`src/rtl/uart_alu_controller.sv`:
```
// Sequencer between the UART receiver, the ALU and the UART transmitter.
// Collects operand A, operand B and an opcode byte, executes the operation
// on the external ALU, sends the registered result and waits for the
// transmitter to finish. An inter-byte timeout aborts incomplete frames.
module uart_alu_controller #(
    parameter int NB_DATA       = 8,
    parameter int NB_OP         = 6,
    parameter int TIMEOUT_TICKS = 1600
) (
    input  logic               i_clock,
    input  logic               i_reset,
    input  logic               i_tick,
    input  logic [NB_DATA-1:0] i_rx_data,
    input  logic               i_rx_done,
    input  logic [NB_DATA-1:0] i_alu_result,
    input  logic               i_tx_done,
    output logic [NB_DATA-1:0] o_alu_a,
    output logic [NB_DATA-1:0] o_alu_b,
    output logic [NB_OP-1:0]   o_alu_op,
    output logic [NB_DATA-1:0] o_tx_data,
    output logic               o_tx_start,
    output logic               o_busy,
    output logic               o_op_error,
    output logic               o_timeout,
    output logic               o_overrun
);

    localparam int                NB_CNT  = $clog2(TIMEOUT_TICKS + 1);
    localparam logic [NB_CNT-1:0] CNT_MAX = NB_CNT'(TIMEOUT_TICKS);

    typedef enum logic [2:0] {
        ST_IDLE    = 3'd0,
        ST_WAIT_B  = 3'd1,
        ST_WAIT_OP = 3'd2,
        ST_EXEC    = 3'd3,
        ST_SEND    = 3'd4,
        ST_WAIT_TX = 3'd5
    } state_t;

    state_t            state_r;
    logic [NB_CNT-1:0] cnt_r;

    // Opcodes the ALU implements; anything else is rejected before execution.
    function automatic logic op_is_valid(input logic [NB_OP-1:0] op);
        logic valid;
        case (op)
            NB_OP'(6'b100000): valid = 1'b1;  // ADD
            NB_OP'(6'b100010): valid = 1'b1;  // SUB
            NB_OP'(6'b100100): valid = 1'b1;  // AND
            NB_OP'(6'b100101): valid = 1'b1;  // OR
            NB_OP'(6'b100110): valid = 1'b1;  // XOR
            NB_OP'(6'b000011): valid = 1'b1;  // SRA
            NB_OP'(6'b000010): valid = 1'b1;  // SRL
            NB_OP'(6'b100111): valid = 1'b1;  // NOR
            default:           valid = 1'b0;
        endcase
        return valid;
    endfunction

    // Frame sequencer: state, operand capture, timeout counter and all registered outputs.
    always_ff @(posedge i_clock or negedge i_reset) begin
        if (!i_reset) begin
            state_r    <= ST_IDLE;
            cnt_r      <= '0;
            o_alu_a    <= '0;
            o_alu_b    <= '0;
            o_alu_op   <= '0;
            o_tx_data  <= '0;
            o_tx_start <= 1'b0;
            o_busy     <= 1'b0;
            o_op_error <= 1'b0;
            o_timeout  <= 1'b0;
            o_overrun  <= 1'b0;
        end else begin
            // Status outputs are single-cycle pulses unless re-asserted below.
            o_tx_start <= 1'b0;
            o_op_error <= 1'b0;
            o_timeout  <= 1'b0;
            o_overrun  <= 1'b0;
            case (state_r)
                ST_IDLE: begin
                    cnt_r <= '0;
                    if (i_rx_done) begin
                        o_alu_a <= i_rx_data;
                        state_r <= ST_WAIT_B;
                    end else begin
                        state_r <= ST_IDLE;
                    end
                end
                ST_WAIT_B: begin
                    // A received byte always wins over an expiring timeout.
                    if (i_rx_done) begin
                        o_alu_b <= i_rx_data;
                        cnt_r   <= '0;
                        state_r <= ST_WAIT_OP;
                    end else if (cnt_r == CNT_MAX) begin
                        o_timeout <= 1'b1;
                        cnt_r     <= '0;
                        state_r   <= ST_IDLE;
                    end else if (i_tick) begin
                        cnt_r <= cnt_r + NB_CNT'(1);
                    end else begin
                        cnt_r <= cnt_r;
                    end
                end
                ST_WAIT_OP: begin
                    if (i_rx_done) begin
                        o_alu_op <= i_rx_data[NB_OP-1:0];
                        cnt_r    <= '0;
                        if (op_is_valid(i_rx_data[NB_OP-1:0])) begin
                            o_busy  <= 1'b1;
                            state_r <= ST_EXEC;
                        end else begin
                            o_op_error <= 1'b1;
                            state_r    <= ST_IDLE;
                        end
                    end else if (cnt_r == CNT_MAX) begin
                        o_timeout <= 1'b1;
                        cnt_r     <= '0;
                        state_r   <= ST_IDLE;
                    end else if (i_tick) begin
                        cnt_r <= cnt_r + NB_CNT'(1);
                    end else begin
                        cnt_r <= cnt_r;
                    end
                end
                ST_EXEC: begin
                    // Operands have been stable for a full cycle; sample the ALU.
                    cnt_r      <= '0;
                    o_tx_data  <= i_alu_result;
                    o_tx_start <= 1'b1;
                    o_overrun  <= i_rx_done;
                    state_r    <= ST_SEND;
                end
                ST_SEND: begin
                    cnt_r     <= '0;
                    o_overrun <= i_rx_done;
                    state_r   <= ST_WAIT_TX;
                end
                ST_WAIT_TX: begin
                    cnt_r <= '0;
                    if (i_tx_done) begin
                        o_busy <= 1'b0;
                        // A byte arriving with tx completion starts the next frame.
                        if (i_rx_done) begin
                            o_alu_a <= i_rx_data;
                            state_r <= ST_WAIT_B;
                        end else begin
                            state_r <= ST_IDLE;
                        end
                    end else begin
                        o_overrun <= i_rx_done;
                        state_r   <= ST_WAIT_TX;
                    end
                end
                default: begin
                    cnt_r   <= '0;
                    o_busy  <= 1'b0;
                    state_r <= ST_IDLE;
                end
            endcase
        end
    end

endmodule

```
`config.mk`:
```
export PLATFORM = sky130hd
export DESIGN_NAME = uart_alu_controller
export DESIGN_NICKNAME = d
export VERILOG_FILES = /design/src/rtl/uart_alu_controller.sv
export SDC_FILE = /design/constraint.sdc
export NUM_CORES = 1
export LEC_CHECK = 0
export BUFFER_PORTS_ARGS = -buffer_cell sky130_fd_sc_hd__buf_2
export CORE_MARGIN = 2
export CORE_UTILIZATION = 40
export CTS_BUF_LIST = sky130_fd_sc_hd__clkbuf_8
export CTS_CLUSTER_DIAMETER = 100
export CTS_CLUSTER_SIZE = 10
export DETAILED_ROUTE_END_ITERATION = 10
export PLACE_DENSITY_LB_ADDON = 0.05
export SKIP_LAST_GASP = 1
export SLEW_MARGIN = 0
export SYNTH_ARGS = -nofsm -noshare
export SYNTH_HDL_FRONTEND = slang
export SYNTH_SLANG_ARGS = --single-unit
```
`constraint.sdc`:
```
create_clock -name i_clock -period 2.4 [get_ports i_clock]
set_clock_uncertainty 0.1 [all_clocks]
set_input_delay 0.36 -clock i_clock [delete_from_list [all_inputs] [get_ports i_clock]]
set_output_delay 0.36 -clock i_clock [all_outputs]
set_load 0.03 [all_outputs]
```
Word-level counts from Yosys, hierarchy flattened
Cells that the tools add are included.
{"block": "classes", "reduce_logical": 10, "addsub": 1, "muxes": 30, "n_eq_ne": 18, "bitwise": 1}
{"cell": "$mux W11", "count": 4}
{"cell": "$eq A6 B6 Y1 const B", "count": 6}
{"cell": "$pmux W3 S6", "count": 1}
{"cell": "$mux W8", "count": 2}
{"cell": "$pmux W8 S2", "count": 1}
{"cell": "$mux W1", "count": 15}
{"cell": "$eq A6 B2 Y1 const B", "count": 2}
{"cell": "$mux W3", "count": 4}
{"cell": "$add A11 B1 Y11 const B", "count": 1}
{"cell": "$eq A11 B11 Y1 const B", "count": 1}
{"cell": "$reduce_or A8 Y1", "count": 1}
{"cell": "$eq A3 B2 Y1 const B", "count": 2}
{"cell": "$eq A3 B3 Y1 const B", "count": 2}
{"cell": "$ne A2 B2 Y1 const B", "count": 3}
{"cell": "$reduce_and A2 Y1", "count": 3}
{"cell": "$ne A4 B1 Y1 const B", "count": 1}
{"cell": "$reduce_and A4 Y1", "count": 1}
{"cell": "$reduce_or A2 Y1", "count": 2}
{"cell": "$reduce_or A4 Y1", "count": 1}
{"cell": "$eq A3 B1 Y1 const B", "count": 1}
{"cell": "$logic_not A3 Y1", "count": 1}
{"cell": "$pmux W1 S3", "count": 1}
{"cell": "$mux W2", "count": 1}
{"cell": "$pmux W1 S2", "count": 1}
{"cell": "other kinds (2)", "count": 2}
{"block": "totals", "input_bits": 21, "word_cells": 71, "regBits": 49, "out_inout_bits": 35}

Logic depth before layout (Yosys ltp)
{"block": "depth", "word_depth": 8, "depth_mapped": 7, "ltp_nobuf": 6}

Least setup slack after synthesis
No wires, ideal clock.
{"block": "synth_timing", "path_kind": "register -> register", "start": "reg cnt_r[0]", "end": "reg cnt_r[1]", "setup_slack_ns": 0.628, "arrival_ns": 1.546, "path_stages_with_launch": 8, "period_less_slack_ns": 1.772, "setup_time_ns": 0.126, "path_buffers": 1, "t_required_ns": 2.174, "cell_sequence": "dfrtp_1 -> inv_1 -> ha_1 -> or4b_1 -> nor4_2 -> or3_1 -> buf_4 -> a21oi_1"}
{"block": "synth_via", "elab_chain_cells": 5, "elab_cells_between_ends": 7, "cone_classes": "1 x add/sub; 2 x eq/ne; 4 x mux"}
{"item": "start: declaration", "line_no": "41", "text": "logic [NB_CNT-1:0] cnt_r;"}
{"item": "start signal: assignment", "line_no": "101", "text": "cnt_r <= cnt_r + NB_CNT'(1);"}
{"item": "start signal: assignment", "line_no": "103", "text": "cnt_r <= cnt_r;"}
{"item": "start signal: assignment", "line_no": "122", "text": "cnt_r <= cnt_r + NB_CNT'(1);"}
{"item": "$add A11 B1 Y11", "line_no": "101, 122"}
{"item": "$mux W11", "line_no": "100, 121"}
{"item": "$mux W11", "line_no": "96", "text": "end else if (cnt_r == CNT_MAX) begin"}
{"item": "$mux W11", "line_no": "107", "text": "if (i_rx_done) begin"}
{"item": "$mux W11"}
Parallel ways exist; a longest one is shown, timed or not. The select of a mux whose other input is x is not followed.
A chain may end at the register's enable or synchronous reset.

Worst setup path after layout
{"block": "layout_timing", "start": "reg cnt_r[0]", "end": "reg cnt_r[0]"}
Same word-level chain as after synthesis.

==> metrics.md <==
| Metric | Value |
|---|---|
| Share of cells above drive strength 1 | `33.7%` |
| # H-tree levels | `2` |
| Synth-to-Final Area Change | `21.9%` |
| TritonCTS clock tree | `built` |
| Root Driver | `clkbuf_8` |
| Hold_buf cts | `1` |
| Wirelength per Cell | `13.5 microns` |
| Initial antenna violation count | `0` |
| Final wirelength | `4260 microns` |
| Clk_lat worst skew | `300 ps` |
| CP peak stage delay | `450 ps` |
| Worst Setup End Kind | `flop` |
| Largest net degree at the start of global routing | `21` |
| GPL Wtd Cong | `0.750` |
| Dpl cells | `308` |
| Mean post-synth cell area | `11.4 sq um` |
| CTS Buf Count | `5` |
| Total global-route track usage | `15.7%` |
| Startpoint types | `flop` |
| DRT iter0 DRCs | `89` |
| Core Area | `5110 sq um` |
| Fillers | `495` |
| Vias in the first global route | `1,507` |
| Initial Utilization | `41.2%` |
| Non-filler instance count after layout | `316` |
| DRC Markers | `0` |
| # Post-CTS Setup Buffers | `0` |
| Post-synth top flop | `dfrtp_1` |
| Pre-antenna DRT Iters | `4` |
| CP required | `2490 ps` |
| Flops & latches, synth | `49` |
| Crit Path Category | `flop to flop` |
| Status | `completed` |
| Syn Nets | `208` |
| Netlist Area Pre-Place | `2100 sq um` |
| Vias after detailed routing | `1,528` |
| Post-synth EDFFs | `0` |
| Yosys cell types | `35` |
| I/O pin cnt | `56` |
| First-pass GRT wire length | `7310 microns` |
| Final setup violation count | `0` |
| Clk sinks | `49` |
| Tmin final | `2080 ps` |
| Seq/Total Area, Yosys | `58.3%` |
| Die area | `5860 sq um` |
| Worst-margin pin slew | `509 ps` |
| Slew Limit Headroom | `66.0%` |
| Final nets | `269` |
| Register area | `1230 sq um` |
| Crit Path Max Fanout | `7` |
| Max Freq | `481 MHz` |
| Cell taking the most area after synthesis | `dfrtp_1` |
| HP Class | `input pin to flop` |
| Crit path DAT | `2170 ps` |
| Async set-reset flop share out of synthesis | `100%` |
| CP bufs+invs | `2` |
| Hpwl dp | `3160 microns` |
| PortBufs | `55` |
| Synth top cells by count | `dfrtp_1 (49), nand2_1 (35), nor2_1 (16)` |
| Reg clk slew, reported paths | `90 ps` |
| Synth warnings | `0` |
| Leakage power | `1.24 nW` |
| Most frequent cell after synthesis | `dfrtp_1` |
| Instance count on the critical path | `7` |
| Post-route antenna net violation count | `0` |
| Total grt overflow | `0` |
| RSZ-0062 raised after global routing | `false` |
| Area contributors post-synth | `dfrtp_1 (58%), mux2_2 (7.5%), nand2_1 (6.2%)` |
| Total negative slack | `0 ps` |
| Final hold violation count | `0` |
| FP Rows | `26` |
| Worst reg-to-reg path cell count | `7` |
| Cells after Synth | `185` |
| Via density | `4.84` |
| Worst path cell trace | `inv_1 -> ha_1 -> or4b_1 -> nor4_2 -> or3_1 -> buf_4 -> a211oi_1` |
| Max Slew Vio Count | `0` |
| Multi-input logic area | `828 sq um` |
| Period utilization | `86.7%` |
| Die Y | `76.5 microns` |
| Synth top area share | `58.3%` |
| WHS Path Cells | `3` |
| # Max-Cap Violations | `0` |
| Critical path's top delay family | `simple AND/OR/NAND/NOR gates` |
| # diodes | `0` |
| Power per cell area | `1290 nW/um^2` |
| Clock Path Buffers | `2` |
| Crit-path slowest cell | `or4b_1` |
| Die X | `76.5 microns` |
| CTS resizes | `0` |
| Worst vdd ir | `0.000550 V` |
-- metal layers --
layer | global-route usage [%] | up-vias | wire length, microns
li1 | - | 740 | -
met1 | 20.2 | 743 | 1980
met2 | 26.4 | 40 | 2080
met3 | 4.27 | 5 | 181
met4 | 3.82 | 0 | 29
met5 | 0 | - | 0
-- metrics by stage --
stage | utilization (%) | hold slack, ps | instance area (sq um) | total power, mW | worst slack, ps
2_1_floorplan | - | -35.6 | 2100 | 2.40 | 628
3_3_place_gp | 48.3 | 230 | 2470 | 2.84 | 407
3_5_place_dp | 48.3 | 229 | 2470 | 2.86 | 324
4_1_cts | 50.2 | 138 | 2570 | 3.36 | 310
5_1_grt | 50.2 | 147 | 2570 | 3.54 | 160
6_report | 50.2 | 146 | 2570 | 3.32 | 320
-- state kept, by name, summed over array words and instances, names as in the netlist --
| register | count |
|---|---|
| o_tx_start | 1 |
| cnt_r | 11 |
| o_alu_op | 6 |
| state_r | 3 |
| o_alu_b | 8 |
| o_overrun | 1 |
| o_alu_a | 8 |
| o_tx_data | 8 |
| o_timeout | 1 |
| o_busy | 1 |
| o_op_error | 1 |
-- worst reg2reg max path: stages (launching register included) --
cell	delay, ps
dfrtp_1	410
inv_1	90
ha_1	140
or4b_1	450
nor4_2	220
or3_1	300
buf_4	200
a211oi_1	50
-- power by group --
part / internal (mW) / switching (mW)
clock: 0.228 / 0.274
combinational: 0.522 / 0.990
sequential: 1.13 / 0.174
total: 1.88 / 1.44
-- path summary, 6_finish.rpt --
kind	slack, ps	startpoint	to
worst max-delay path	320	cnt_r[0]	cnt_r[0]
worst min-delay path	150	i_alu_result[2]	o_tx_data[2]
worst max register to register	320	cnt_r[0]	cnt_r[0]
worst min register to register	380	o_tx_data[3]	o_tx_data[3]
max in group asynchronous	1190	i_reset	cnt_r[5]
min in group asynchronous	420	i_reset	o_alu_a[7]
-- kinds of logic after synthesis --
group	after synthesis	share of synthesized area (%)
buffers and inverters	11	2.38
AO/OA/AOI/OAI	13	4.10
XOR/XNOR	9	3.75
flip-flops	49	58.3
AND/OR/NAND/NOR	79	18.5
multiplexers	22	11.8
adder cells (fa/ha/maj)	2	1.19
-- cells in the final DEF, fill, tap and decap left out, drive strengths merged, types with 2 or more instances in the layout --
master,count
o21ai,3
clkinv,2
or3,2
dfrtp,49
a21oi,3
inv,3
and3,3
ha,2
a31oi,2
a21o,2
mux2,22
nor2,16
nand2,35
nor3,3
buf,59
clkbuf,6
and2,3
xor2,4
nand4,5
nand2b,4
nor3b,2
xnor2,5
-- final cells by class --
cell class / instances / area share, %
well taps: 70 / 3.41
clock buffers: 6 / 3.22
multi-input cells: 125 / 32.3
flip-flops and latches: 49 / 47.8
clock inverters: 1 / 0.293
repair buffers: 60 / 12.3
inverters: 5 / 0.731
No activity file was read; power rests on OpenSTA's default activity.
